$ cat src/rtl/chc_sat_counter.sv
// Saturating up-counter: increments on inc, sticks at all-ones, clears on async rst.
module chc_sat_counter #(
   parameter int CNT_W = 8
) (
   input  logic             clk,
   input  logic             rst,
   input  logic             inc,
   output logic [CNT_W-1:0] cnt
);

   always_ff @(posedge clk or posedge rst) begin
      if (rst) begin
         cnt <= '0;
      end else if (inc && (cnt != {CNT_W{1'b1}})) begin
         cnt <= cnt + CNT_W'(1);
      end
   end

endmodule

$ cat config.mk
export PLATFORM = sky130hd
export DESIGN_NAME = chc_sat_counter
export DESIGN_NICKNAME = d
export VERILOG_FILES = /design/src/rtl/chc_sat_counter.sv
export SDC_FILE = /design/constraint.sdc
export NUM_CORES = 1
export LEC_CHECK = 0
export ABC_AREA = 0
export ABC_CLOCK_PERIOD_IN_PS = 2100
export CAP_MARGIN = 0
export CORE_AREA = 2 2 39 41
export DETAILED_ROUTE_END_ITERATION = 10
export DIE_AREA = 0 0 41 43
export PLACE_DENSITY_LB_ADDON = 0.12
export SYNTH_ARGS = -nofsm -noshare
export SYNTH_HDL_FRONTEND = slang
export SYNTH_SLANG_ARGS = --single-unit
$ cat constraint.sdc
create_clock -name clk -period 2.1 [get_ports clk]
set_clock_uncertainty 0.15 [all_clocks]
set_input_delay 0.315 -clock clk [delete_from_list [all_inputs] [get_ports clk]]
set_output_delay 0.315 -clock clk [all_outputs]
set_load 0.05 [all_outputs]
==> results.sh <==
export IMPL_status="completed"
export IMPL_pwr_share_comb_pct=54.2
export IMPL_grt_use_total_pct=12.8
export IMPL_clk_pin_slew_ps=50
export IMPL_antenna_found_initial=0
export IMPL_wl_per_cell_um=13.0
export IMPL_clkPwrFrac_pct=11.2
export IMPL_fin_ws_ps=116
export IMPL_rsz0062_at_grt="no"
export IMPL_ctsLongestPathBuffers=2
export IMPL_ys_ff_latch=8
export IMPL_crit_family="buffers and inverters"
export IMPL_cp_end_kind="output port"
export IMPL_gp_congestion=0.709
export IMPL_synthesis_area_sq_um=419
export IMPL_seq_power_share_pct=34.5
export IMPL_first_pass_iters=3
export IMPL_top_register="cnt"
export IMPL_hold_slack_ps=167
export IMPL_cts_setup_buffers=0
export IMPL_min_delay_path_class="in2async"
export IMPL_power_density_mw_per_mm2=1770
export IMPL_synth_area_leaders="dfrtp_1 (48%), mux2_1 (8.1%), nand4_4 (5.1%)"
export IMPL_die_height_um=43
export IMPL_grt_max_degree=9
export IMPL_vias=347
export IMPL_htree_num_levels=1
export IMPL_totalWireLength_um=882
export IMPL_clock_latency_ps=240
export IMPL_die_w_um=41
export IMPL_period_needed_ps=1980
export IMPL_ant_nets=0
export IMPL_ys_types=19
export IMPL_hold_viol_final=0
export IMPL_drv_cap=0
export IMPL_core_area_sq_mm=0.00138
export IMPL_synth_top_area_cell="dfrtp_1"
export IMPL_synth_cells=38
export IMPL_r2r_start="cnt[0]$_DFFE_PP0P_"
export IMPL_fin_crit_sh_pct=94.5
export IMPL_slew_limit_headroom_pct=66.6
export IMPL_largest_reg_flops=8
export IMPL_slew_violations=0
export IMPL_crit_arrival_ps=1520
export IMPL_worstPathRequired_ps=1630
export IMPL_crit_slowest_cell="clkdlybuf4s50_1"
export IMPL_worst_setup_path_type="reg2out"
export IMPL_syn_to_final_growth_pct=34.0
export IMPL_p_leak_nw=0.223
export IMPL_cpPeakStageDelay_ps=840
export IMPL_reg_top3="cnt x8"
export IMPL_p_int_uw=481
export IMPL_startpoint_type="flip-flop"
export IMPL_yosys_most_used_dff="dfrtp_1"
export IMPL_crit_start="cnt[0]$_DFFE_PP0P_"
export IMPL_num_fill_cells=150
export IMPL_yosysWarnings=0
export IMPL_post_cts_resized=0
export IMPL_ys_seq_area_share_pct=47.8
export IMPL_peakVddDrop_v=0.000653
export IMPL_drc=0
export IMPL_globalRouteOverflowTotal=0
export IMPL_switching_share_pct=51.6
export IMPL_numCtsBuffers=3
export IMPL_fmax_mhz=504
export IMPL_setup_viol=0
export IMPL_portBuffers=10
export IMPL_crit_chain="clkdlybuf4s50_1"
export IMPL_synth_top_area_share_pct=47.8
export IMPL_synth_edf_count=0
export IMPL_clkSinkCount=8
export IMPL_synthArstFlopShare_pct=100
export IMPL_p_switching_uw=512
export IMPL_tns_ps=0
export IMPL_syn_avg_cell_area_sq_um=11.0
export IMPL_fin_nets=58
export IMPL_num_antenna_cells=0
export IMPL_crit_buf_inv=1
export IMPL_cts_tree="built"
export IMPL_fin_util_pct=40.6
export IMPL_pin_count=11
export IMPL_die_area_sq_mm=0.00176
export IMPL_post_place_ws_ps=330
export IMPL_cts_hold_fix_buffers=0
export IMPL_root_buffer="clkbuf_4"
export IMPL_initial_core_util_pct=30.3
export IMPL_tightest_slew_ps=499
export IMPL_drtIter0Drc=1
export IMPL_postSynthNetCount=42
export IMPL_vias_per_cell=5.10
export IMPL_grt_pass1_wl_um=1500
export IMPL_drive_above_1_share_pct=19.2
export IMPL_grt_pass1_vias=346
export IMPL_worst_path_max_fanout=5
export IMPL_fp_row_count=14
metrics by stage:
stage | total power, mW | area (sq um) | cells
floorplan | 0.707 | 419 | 38
global placement | 0.877 | 539 | 65
detailed placement | 0.891 | 539 | 65
CTS | 1.01 | 562 | 68
global route | 1.06 | 562 | 68
finish | 0.993 | 562 | 68
path summary, 6_finish.rpt:
kind	endpoint	slack, ps	cells after the start
worst max-delay path	cnt[0]	120	1
worst min-delay path	cnt[0]$_DFFE_PP0P_	170	2
worst max register to register	cnt[1]$_DFFE_PP0P_	370	4
worst min register to register	cnt[6]$_DFFE_PP0P_	370	1
max in group asynchronous	cnt[7]$_DFFE_PP0P_	1390	2
min in group clk	cnt[6]$_DFFE_PP0P_	370	1
cell type report:
cell class	instances	area, sq um	share of cell area [%]
Tap cell	16	20.0	3.56
Multi-Input combinational cell	29	215	38.3
Sequential cell	8	200	35.6
Clock buffer	3	22.5	4.01
Inverter	1	3.75	0.668
Timing Repair Buffer	11	100	17.8
synth_stat cells (2+ instances only):
cell / n
dfrtp_1: 8
mux2_1: 3
nand2_1: 4
nand3_1: 3
nand4_1: 3
nor2_1: 2
nor3_1: 2
o21bai_1: 2
worst register-to-register path, stage by stage (launching register included):
cell     delay [ps]
dfrtp_1         430
ha_1            300
nand4_4         180
o21ai_2         220
mux2_1          330
cell usage in the layout, fill, tap and decap left out:
cell and count:
a21boi_1 1, a21oi_1 1, buf_4 4, clkbuf_4 3, clkdlybuf4s50_1 7, dfrtp_1 8
ha_1 1, inv_1 1, mux2_1 3, mux2_2 1, nand2_1 4, nand3_1 3
nand4_1 3, nand4_4 1, nor2_1 2, nor3_1 2, o2111a_1 1, o21ai_1 1
o21ai_2 1, o21bai_1 2, o31a_1 1, xnor2_1 1
per-layer routing:
metal | vias up | global-route usage, % | wire length [um]
li1 | 175 | - | -
met2 | 10 | 19.1 | 452
met5 | - | 0 | 0
met3 | 0 | 3.14 | 43
met1 | 162 | 16.6 | 386
met4 | 0 | 6.00 | 0
power by group through the flow:
stage	Combinational, mW	Sequential [mW]	Clock [mW]
after CTS	0.547	0.344	0.118
after detailed placement	0.546	0.345	0
final	0.539	0.343	0.111
after floorplan	0.145	0.562	0
after global routing	0.576	0.360	0.127
after global placement	0.540	0.337	0
cell families (layout without fill, tap and decap cells):
kind of cell,Yosys count,after routing,share of synthesized area (%)
flops,8,8,47.8
compound gates,8,8,14.6
buf+inv,1,15,0.895
mux,4,4,10.7
fa+ha+maj,1,1,2.98
simple gates,15,15,20.9
xor+xnor,1,1,2.09
No activity file was read; power rests on OpenSTA's default activity.
